**src/rtl/fb_pkg.sv**
```systemverilog
`default_nettype none
// ============================================================================
// Module      : fb_pkg
// Description : Shared types and default geometry for the frame-buffer
//               scheduler (state encoding, VGA window offsets, frame size)
//               plus a constant-by-variable shift-add multiply helper.
// Revision    : 1.0 - initial release
// ============================================================================
package fb_pkg;

  // Controller sequencing states
  typedef enum logic [2:0] {
    ST_IDLE     = 3'd0,
    ST_CLEAR    = 3'd1,
    ST_WAIT_SOF = 3'd2,
    ST_CAPTURE  = 3'd3,
    ST_HOLD     = 3'd4
  } fb_state_e;

  localparam int         FB_FRAME_W      = 640;
  localparam int         FB_FRAME_H      = 480;
  localparam int         FB_ADDR_W       = 19;
  localparam int         FB_H_OFFSET     = 144;
  localparam int         FB_V_OFFSET     = 35;
  localparam logic [7:0] FB_CLEAR_VALUE  = 8'd244;
  localparam int         FB_FRAME_PIXELS = FB_FRAME_W * FB_FRAME_H;
  localparam int         FB_COORD_W      = 11;

  // k is always a constant at the call site, so the loop folds into a sum of
  // shifted copies of v (640 -> (v<<9) + (v<<7)), no multiplier needed.
  function automatic logic [31:0] mul_const(input logic [31:0] k,
                                            input logic [FB_COORD_W-1:0] v);
    logic [31:0] acc;
    acc = '0;
    for (int i = 0; i < 32; i++) begin
      if (k[i]) acc = acc + ({{(32-FB_COORD_W){1'b0}}, v} << i);
    end
    return acc;
  endfunction

endpackage
`default_nettype wire

```
**src/rtl/fb_rd_addr_gen.sv**
```systemverilog
`default_nettype none
// ============================================================================
// Module      : fb_rd_addr_gen
// Description : Converts VGA beam coordinates into a linear frame-buffer read
//               address, one registered stage; rd_addr holds while the beam
//               is outside the visible area and out-of-frame results read 0.
// Revision    : 1.0 - initial release
// ============================================================================
module fb_rd_addr_gen
  import fb_pkg::*;
#(
  parameter int FRAME_W  = FB_FRAME_W,
  parameter int FRAME_H  = FB_FRAME_H,
  parameter int ADDR_W   = FB_ADDR_W,
  parameter int H_OFFSET = FB_H_OFFSET,
  parameter int V_OFFSET = FB_V_OFFSET
) (
  input  logic                  clk_i,
  input  logic                  rst_ni,
  input  logic                  vga_active_i,
  input  logic [FB_COORD_W-1:0] vga_x_i,
  input  logic [FB_COORD_W-1:0] vga_y_i,
  output logic                  rd_en_o,
  output logic [ADDR_W-1:0]     rd_addr_o
);

  localparam logic [31:0]           c_frame_w = 32'(FRAME_W);
  localparam logic [31:0]           c_pixels  = 32'(FRAME_W * FRAME_H);
  localparam logic [FB_COORD_W-1:0] c_h_off   = FB_COORD_W'(H_OFFSET);
  localparam logic [FB_COORD_W-1:0] c_v_off   = FB_COORD_W'(V_OFFSET);

  logic [FB_COORD_W-1:0] w_dx;
  logic [FB_COORD_W-1:0] w_dy;
  logic [31:0]           w_lin;
  logic [ADDR_W-1:0]     w_addr;
  logic                  rd_en_q;
  logic [ADDR_W-1:0]     rd_addr_q;

  // Window-relative coordinates and linear address; anything past the last
  // pixel (bad VGA timing) is steered to address 0 rather than wrapping.
  always_comb begin
    w_dx   = vga_x_i - c_h_off;
    w_dy   = vga_y_i - c_v_off;
    w_lin  = mul_const(c_frame_w, w_dy) + {{(32-FB_COORD_W){1'b0}}, w_dx};
    w_addr = (w_lin >= c_pixels) ? '0 : w_lin[ADDR_W-1:0];
  end

  // Register enable every cycle; address only updates while the beam is visible
  always_ff @(posedge clk_i or negedge rst_ni) begin
    if (!rst_ni) begin
      rd_en_q   <= 1'b0;
      rd_addr_q <= '0;
    end else begin
      rd_en_q <= vga_active_i;
      if (vga_active_i) rd_addr_q <= w_addr;
    end
  end

  assign rd_en_o   = rd_en_q;
  assign rd_addr_o = rd_addr_q;

endmodule
`default_nettype wire

```
**src/rtl/fb_scheduler.sv**
```systemverilog
`default_nettype none
// ============================================================================
// Module      : fb_scheduler
// Description : Frame-buffer controller. Clears the RAM after start, then
//               captures camera frames aligned to VSYNC, holds the image when
//               capture_en drops, and maps VGA coordinates to read addresses.
//               Optional build macro FB_TEST_PATTERN_EN replaces captured
//               pixel data with (pixel counter ^ frame counter).
// Revision    : 1.0 - initial release
// ============================================================================
module fb_scheduler
  import fb_pkg::*;
#(
  parameter int         FRAME_W     = FB_FRAME_W,
  parameter int         FRAME_H     = FB_FRAME_H,
  parameter int         ADDR_W      = FB_ADDR_W,
  parameter logic [7:0] CLEAR_VALUE = FB_CLEAR_VALUE,
  parameter int         H_OFFSET    = FB_H_OFFSET,
  parameter int         V_OFFSET    = FB_V_OFFSET
) (
  input  logic                  CLOCK_50,
  input  logic                  reset_n,
  input  logic                  start,
  input  logic                  capture_en,
  input  logic                  cam_frame_start,
  input  logic                  cam_valid,
  input  logic [7:0]            cam_data,
  input  logic                  vga_active,
  input  logic [FB_COORD_W-1:0] vga_x,
  input  logic [FB_COORD_W-1:0] vga_y,
  output logic                  wr_en,
  output logic [ADDR_W-1:0]     wr_addr,
  output logic [7:0]            wr_data,
  output logic                  rd_en,
  output logic [ADDR_W-1:0]     rd_addr,
  output logic                  busy,
  output logic                  frame_done,
  output logic                  overflow
);

  // One extra bit so the counter can represent "frame full"
  localparam int                 c_cnt_w  = ADDR_W + 1;
  localparam logic [c_cnt_w-1:0] c_pixels = c_cnt_w'(FRAME_W * FRAME_H);
  localparam logic [c_cnt_w-1:0] c_one    = c_cnt_w'(1);
  localparam logic [c_cnt_w-1:0] c_last   = c_pixels - c_one;

  fb_state_e          state_q;
  logic [c_cnt_w-1:0] cnt_q;
  logic               wr_en_q;
  logic [ADDR_W-1:0]  wr_addr_q;
  logic [7:0]         wr_data_q;
  logic               busy_q;
  logic               frame_done_q;
  logic               overflow_q;
  logic               cap_en_q;

  logic               w_go_clear;
  logic               w_new_frame;
  logic               w_cnt_full;
  logic               w_cap_rise;
  logic               w_last_written;
  logic [7:0]         w_px_data;
  logic [7:0]         w_px0_data;

`ifdef FB_TEST_PATTERN_EN
  logic [7:0]         frame_cnt_q;

  // Pattern data: current pixel index mixed with the completed-frame count
  always_comb begin
    w_px_data  = cnt_q[7:0] ^ frame_cnt_q;
    w_px0_data = frame_cnt_q;
  end

  // Count completed frames so consecutive captures look different
  always_ff @(posedge CLOCK_50 or negedge reset_n) begin
    if (!reset_n) frame_cnt_q <= 8'd0;
    else if (w_last_written) frame_cnt_q <= frame_cnt_q + 8'd1;
  end
`else
  // Camera bytes go straight to the RAM
  always_comb begin
    w_px_data  = cam_data;
    w_px0_data = cam_data;
  end
`endif

  // Decode events that override the per-state behaviour
  always_comb begin
    // start restarts the clear from anywhere except an ongoing clear
    w_go_clear     = start && (state_q != ST_CLEAR);
    // VSYNC opens a frame when waiting, or restarts it while capture continues
    w_new_frame    = cam_frame_start &&
                     ((state_q == ST_WAIT_SOF) || ((state_q == ST_CAPTURE) && capture_en));
    w_cnt_full     = (cnt_q == c_pixels);
    w_cap_rise     = capture_en && !cap_en_q;
    // The last pixel of a frame was written on the previous edge
    w_last_written = (state_q == ST_CAPTURE) && wr_en_q &&
                     (wr_addr_q == c_last[ADDR_W-1:0]);
  end

  // Sequencer: state, write port, status flags, all registered
  always_ff @(posedge CLOCK_50 or negedge reset_n) begin
    if (!reset_n) begin
      state_q      <= ST_IDLE;
      cnt_q        <= '0;
      wr_en_q      <= 1'b0;
      wr_addr_q    <= '0;
      wr_data_q    <= 8'd0;
      busy_q       <= 1'b0;
      frame_done_q <= 1'b0;
      overflow_q   <= 1'b0;
      cap_en_q     <= 1'b0;
    end else begin
      wr_en_q      <= 1'b0;
      frame_done_q <= w_last_written;
      cap_en_q     <= capture_en;

      if (w_go_clear) begin
        // First clear write goes out on the very next cycle at address 0
        state_q    <= ST_CLEAR;
        busy_q     <= 1'b1;
        overflow_q <= 1'b0;
        wr_en_q    <= 1'b1;
        wr_addr_q  <= '0;
        wr_data_q  <= CLEAR_VALUE;
        cnt_q      <= c_one;
      end else if (w_new_frame) begin
        // Counter resets first, so a coincident pixel lands at address 0
        state_q <= ST_CAPTURE;
        busy_q  <= 1'b1;
        if (cam_valid) begin
          wr_en_q   <= 1'b1;
          wr_addr_q <= '0;
          wr_data_q <= w_px0_data;
          cnt_q     <= c_one;
        end else begin
          cnt_q     <= '0;
        end
      end else begin
        case (state_q)
          ST_CLEAR: begin
            if (w_cnt_full) begin
              state_q <= ST_WAIT_SOF;
            end else begin
              wr_en_q   <= 1'b1;
              wr_addr_q <= cnt_q[ADDR_W-1:0];
              wr_data_q <= CLEAR_VALUE;
              cnt_q     <= cnt_q + c_one;
            end
          end
          ST_CAPTURE: begin
            if (cam_frame_start) begin
              // capture_en low at VSYNC: keep the last frame
              state_q <= ST_HOLD;
              busy_q  <= 1'b0;
            end else if (cam_valid) begin
              if (w_cnt_full) begin
                overflow_q <= 1'b1;
              end else begin
                wr_en_q   <= 1'b1;
                wr_addr_q <= cnt_q[ADDR_W-1:0];
                wr_data_q <= w_px_data;
                cnt_q     <= cnt_q + c_one;
              end
            end
          end
          ST_HOLD: begin
            if (w_cap_rise) begin
              state_q <= ST_WAIT_SOF;
              busy_q  <= 1'b1;
            end
          end
          ST_IDLE, ST_WAIT_SOF: begin
            // Nothing to do until start or VSYNC, both handled above
          end
          default: begin
            state_q <= ST_IDLE;
            busy_q  <= 1'b0;
          end
        endcase
      end
    end
  end

  fb_rd_addr_gen #(
    .FRAME_W  (FRAME_W),
    .FRAME_H  (FRAME_H),
    .ADDR_W   (ADDR_W),
    .H_OFFSET (H_OFFSET),
    .V_OFFSET (V_OFFSET)
  ) u_rd_addr_gen (
    .clk_i        (CLOCK_50),
    .rst_ni       (reset_n),
    .vga_active_i (vga_active),
    .vga_x_i      (vga_x),
    .vga_y_i      (vga_y),
    .rd_en_o      (rd_en),
    .rd_addr_o    (rd_addr)
  );

  assign wr_en      = wr_en_q;
  assign wr_addr    = wr_addr_q;
  assign wr_data    = wr_data_q;
  assign busy       = busy_q;
  assign frame_done = frame_done_q;
  assign overflow   = overflow_q;

endmodule
`default_nettype wire

```
**config.mk**
```make
export PLATFORM = sky130hd
export DESIGN_NAME = fb_scheduler
export DESIGN_NICKNAME = d
export VERILOG_FILES = /design/src/rtl/fb_pkg.sv /design/src/rtl/fb_rd_addr_gen.sv /design/src/rtl/fb_scheduler.sv
export SDC_FILE = /design/constraint.sdc
export NUM_CORES = 1
export LEC_CHECK = 0
export CAP_MARGIN = 20
export CORE_MARGIN = 2
export CORE_UTILIZATION = 50
export DETAILED_ROUTE_END_ITERATION = 10
export PLACE_DENSITY = 0.8
export SLEW_MARGIN = 30
export SYNTH_ARGS = -nofsm -noshare
export SYNTH_HDL_FRONTEND = slang
export SYNTH_SLANG_ARGS = --single-unit
```
**constraint.sdc**
```tcl
create_clock -name CLOCK_50 -period 2.8 [get_ports CLOCK_50]
set_input_delay 0.42 -clock CLOCK_50 [delete_from_list [all_inputs] [get_ports CLOCK_50]]
set_output_delay 0.42 -clock CLOCK_50 [all_outputs]
set_load 0.01 [all_outputs]
```
; ---- Word level (Yosys, flattened, before mapping)
; Cells that the tools add are included.
[totals]
reg_bits = 75
out_inout_bits = 51
[op_classes]
add_sub_neg = 5
order_cmp = 1
eq_ne = 20
n_mux = 47
reduce_logical = 21
[op_table]
columns = cell, count
row1 = 2-to-1 mux 19 bit, 7
row2 = 2-to-1 mux 20 bit, 5
row3 = 2-to-1 mux 8 bit, 7
row4 = one-hot mux 20 bit (2 select lines), 1
row5 = one-hot mux 19 bit (2 select lines), 1
row6 = adder 32 x 11 -> 32 bit, 1
row7 = ">= comparator 32 x 19 -> 1 bit, second input constant", 1
row8 = "!= test 4 bit, second input constant", 7
row9 = adder 18 x 20 -> 21 bit, 1
row10 = "adder 20 x 1 -> 20 bit, second input constant", 1
row11 = "equality test 20 x 19 -> 1 bit, second input constant", 1
row12 = "equality test 19 bit, second input constant", 1
row13 = 2-to-1 mux 1 bit, 17
row14 = one-hot mux 8 bit (2 select lines), 1
row15 = 2-to-1 mux 3 bit, 5
row16 = one-hot mux 3 bit (4 select lines), 1
row17 = "subtractor 11 x 6 -> 11 bit, second input constant", 1
row18 = "subtractor 11 x 8 -> 11 bit, second input constant", 1
row19 = "!= test 3 bit, second input constant", 3
row20 = AND reduction 4 bit, 2
row21 = "equality test 3 x 2 -> 1 bit, second input constant", 2
row22 = logical AND 1 bit, 6
row23 = "!= test 3 x 1 -> 1 bit, second input constant", 2
row24 = AND reduction 3 bit, 2
row25 = other kinds (15), 17

; ---- Logic depth before layout (Yosys ltp)
[depth]
depth_word = 7
depth_mapped = 18

; ---- By module
; From an unflattened synthesis, not the netlist that was laid out.
[hier_totals]
cells_unflattened = 516
area_unflattened_um2 = 4808.4
[modules_own_cells]
columns = mod, n_inst, cells_per_inst, area_per_inst_um2
row1 = fb_scheduler, 1, 307, 2922.8
row2 = fb_rd_addr_gen, 1, 209, 1885.6

; ---- Worst setup path after synthesis
; Ideal clock, no wire load.
[synth_timing]
kind = input to register
startpoint = in vga_y[2]
endpoint = reg u_rd_addr_gen.rd_addr_q[10] (netlist: u_rd_addr_gen.rd_addr_o[10])
arrival_ns = 3.960
setup_slack_ns = -1.241
stages = 18
n_path_buf = 3
cell_sequence = buf_4 > a2111oi_4 > nor2b_1 > nor4_1 > xnor2_1 > inv_1 > ha_1 > clkbuf_1 > nand2_1 > mux2i_1 > nor2_1 > a311oi_1 > and2_1 > nor4b_2 > mux2i_1 > o21ai_2 > buf_6 > o22ai_2
[synth_between]
elab_chain_len = 5
[synth_lines]
columns = element, line_no
row1 = "start, declared", fb_scheduler.sv:30  ; input logic [FB_COORD_W-1:0] vga_y,
row2 = subtractor 11 x 6 -> 11 bit *, fb_rd_addr_gen.sv:43  ; w_dy = vga_y_i - c_v_off;
row3 = adder 18 x 20 -> 21 bit *, fb_pkg.sv:36  ; if (k[i]) acc = acc + ({{(32-FB_COORD_W){1'b0}}, v} << i);
row4 = adder 32 x 11 -> 32 bit *, fb_rd_addr_gen.sv:44  ; w_lin = mul_const(c_frame_w, w_dy) + {{(32-FB_COORD_W){1'b0}}, w_dx};
row5 = >= comparator 32 x 19 -> 1 bit, fb_rd_addr_gen.sv:45  ; w_addr = (w_lin >= c_pixels) ? '0 : w_lin[ADDR_W-1:0];
row6 = 2-to-1 mux 19 bit *, fb_rd_addr_gen.sv:45
row7 = "end signal, assigned", fb_rd_addr_gen.sv:55  ; if (vga_active_i) rd_addr_q <= w_addr;
row8 = "end, declared", fb_rd_addr_gen.sv:37  ; logic [ADDR_W-1:0] rd_addr_q;
; Every way passes the cells marked *; elsewhere a longest branch is shown, timed or not.
; A chain may end at the register's enable or synchronous reset.

; ---- Worst setup path in the final report
[layout_timing]
startpoint = in vga_y[3]
endpoint = reg u_rd_addr_gen.rd_addr_q[14] (netlist: u_rd_addr_gen.rd_addr_o[14])
; The elaborated chain is that of the path after synthesis.

==> metrics.txt <==
Seq pwr share 0.287; Largest stage delay, worst path 0.41 ns; H-tree levels 3; fin. max-slew vios 0; CP max-delay cell a211o_4; fin worst setup slack -0.994 ns; FF-to-FF setup slack around 0.37 ns; worst reg-to-reg path cell count 9; Reg clk slew, reported paths 0.08 ns; Post-DP Area 6540 sq um; Final nets ~780; Hold Vio Cnt, Final 0; cts-stage hold buffer count 0; RD Place Congestion between 0.8 and 0.9; Fillers 556; combinational share of power 0.514; clock group share of total power 0.199; GRT Total Usage 0.270; Skew-Pair Late Insertion Delay 0.34 ns; area occupied by registers roughly 1900 sq um; internal power 3020 uW; Via Count between 4000 and 5000; mapped cell area 4780 sq um; clk_skew 0.0127 ns; power per cell area 651 nW/um^2; max_cap viols 0; PortBufs 87; Sum Neg Setup Slack -18.18 ns; post-synth net total 588; Synth warnings 0; crit-path cells buf_6 -> buf_6 -> buf_12 -> nor4_4 -> or2_4 -> ha_4 -> o21a_1 -> a311o_1 -> a211o_4 -> xnor2_4 -> buf_6 -> or3_4 -> nand3_2 -> nand4b_1 -> a221oi_4 -> o21ai_4 -> clkbuf_16 -> o22ai_2; starting DRC count in detailed routing 228; clock tree sinks 75; sw frac 0.377; CP required 3.06 ns; maximum operating frequency about 260 MHz; vias in the first global route 4888; Core Area 9240 sq um; area of the multi-input gates between 3000 and 4000 sq um; RSZ-0062 raised after global routing yes; CTS tree yes; VDD IR max roughly 0.00029 V; relative max-transition margin 0.637; drt drc 0; post-synthesis sequential area ratio 0.393; status complete, but fails checks; Least-Margin Pin Slew 0.541 ns; Top FF cell, synth dfrtp_1; Root Driver clkbuf_8; vias per inst around 5.5; first-pass GRT wire length 22500 microns; Crit Path Max Fanout 8; fraction of registers with async set/reset 1.00; crit share post-route 1.35; #FFs+latches synth 75; Synth cell types about 60; Post-Route WL 13800 microns; Syn Inst Count 535; DIE WIDTH 102 microns; Avg Cell Area, Syn slightly below 9 sq um; worst reg2reg startpoint cnt_q[4]; initial antenna violation count 0; post-route minimum period 3.79 ns; Switch Pwr between 1500 and 2000 uW; antenna cell count 0; FF-to-FF End cnt_q[19]; Leak about 0.0032 uW; share of cells above drive strength 1 0.310; FP Rows 35; Hold WS slightly below 0.08 ns; wire per inst approximately 16 microns; Setup Crit Path Kind input port to register; die area 10400 sq um; drt first pass iters 5; GRT Residual Overflow 0; P&R area growth vs syn 55.9%; CP endpoint kind register; crit path DAT ~4.1 ns; CP Launch Type input port; Num CTS Buffers 9; Ports 88; clock buffer depth 2; Final Setup Violations 19; placed wire-length estimate 8960 microns; design area between 7000 and 8000 sq um; violated checks setup timing; Worst path most repeated cell buf_6; largest net degree at the start of global routing 76; Starting Density 0.517; Die Y 102 microns; EDFF count, synth 0; Hold Crit Class input port to async pin; antenna-violating nets left 0
[placed cells by master, fill, tap and decap left out, types with 12 or more instances in the layout]
master / count
o21ai_0: 37
xnor2_1: 19
nand2_1: 65
nor2_1: 34
a21oi_1: 15
buf_6: 13
buf_4: 102
dfrtp_1: 75
inv_1: 47
clkdlybuf4s50_1: 78
xor2_1: 19
nand3_1: 12
o22ai_2: 15
[layer usage]
layer | up-vias | wire, microns | GRT usage
met2 | 158 | 7480 | 0.502
met1 | 2266 | 5420 | 0.310
met3 | 32 | 521 | 0.0421
met4 | 0 | 348 | 0.104
met5 | - | 0 | 0
li1 | 2256 | - | -
[critical path: cells and delay by family]
kind,cells,cell delay (ns)
AND/OR/NAND/NOR,5,1.16
buffers and inverters,5,0.68
adder cells (fa/ha/maj),1,0.20
XOR/XNOR,1,0.19
AO/OA/AOI/OAI,6,1.39
[power groups by stage]
stage          registers, uW  logic, uW  clock network (uW)
2_1_floorplan           1450       1170                   0
3_3_place_gp            1400       2070                   0
3_5_place_dp            1410       2140                   0
4_1_cts                 1390       2330                 974
5_1_grt                 1410       2700                1030
6_report                1390       2490                 963
[how the worst max path moves through the flow]
| stage | from | end | slack, ns |
|---|---|---|---|
| after detailed placement | vga_y[0] | u_rd_addr_gen.rd_addr_o[2] | -1.61 |
| after floorplan | vga_y[1] | u_rd_addr_gen.rd_addr_o[10] | -0.97 |
| after CTS | vga_y[1] | u_rd_addr_gen.rd_addr_o[9] | -0.80 |
| final | vga_y[3] | u_rd_addr_gen.rd_addr_o[14] | -0.99 |
| after global placement | vga_y[0] | u_rd_addr_gen.rd_addr_o[2] | -1.46 |
| after global routing | vga_y[1] | u_rd_addr_gen.rd_addr_o[15] | -1.08 |
[cell usage after synthesis (6+ instances only)]
| cell | instances | area share |
|---|---|---|
| nor2b_1 | 10 | 0.013 |
| o22ai_1 | 11 | 0.014 |
| nand3_1 | 15 | 0.016 |
| ha_1 | 15 | 0.039 |
| xor2_1 | 21 | 0.039 |
| o22ai_2 | 10 | 0.026 |
| nor2_1 | 35 | 0.028 |
| xnor2_1 | 26 | 0.048 |
| nand4_1 | 10 | 0.013 |
| a21oi_1 | 19 | 0.020 |
| clkbuf_1 | 16 | 0.013 |
| inv_1 | 47 | 0.037 |
| nor4_1 | 7 | 0.0092 |
| nor3_1 | 14 | 0.015 |
| o21ai_0 | 39 | 0.041 |
| nand2_1 | 69 | 0.054 |
| nand2b_1 | 9 | 0.012 |
| a31oi_1 | 6 | 0.0079 |
| dfrtp_1 | 75 | 0.39 |
[layout make-up]
type	instances	area share
Inverter	47	0.0237
Clock inverter	5	0.0113
Tap cell	129	0.0217
Clock buffer	11	0.0203
Sequential cell	75	0.252
Multi-Input combinational cell	392	0.423
Timing Repair Buffer	205	0.248
[registers in the layout, indices dropped and copies added, names as in the netlist]
register,flops
wr_en,1
state_q,3
cnt_q,20
u_rd_addr_gen.rd_en_o,1
cap_en_q,1
frame_done,1
busy,1
u_rd_addr_gen.rd_addr_o,19
overflow,1
wr_data,8
wr_addr,19
[repair_timing]
action | in CTS | in global routing
setup buffers | 21 | 9
pin swaps | 23 | 15
gates cloned | 1 | 0
resized for setup | 83 | 28
endpoints found under the setup margin | 19 | 19
[stage by stage]
stage	power, uW	util	worst slack, ns	cells
5_1_grt	5140	0.806	-1.08	864
4_1_cts	4690	0.785	-0.803	856
6_report	4850	0.806	-0.994	864
2_1_floorplan	2620	-	-0.966	535
3_5_place_dp	3550	0.708	-1.61	821
3_3_place_gp	3470	0.708	-1.46	821
[cell families after synthesis]
logic type | synth area share
and+or+nand+nor | 0.204
AOI/OAI and AO/OA | 0.192
DFF | 0.393
buffers and inverters | 0.0584
xor gates and xnor gates | 0.0987
adders and majority gates | 0.0435
muxes | 0.0105
No activity file was read; power rests on OpenSTA's default activity.
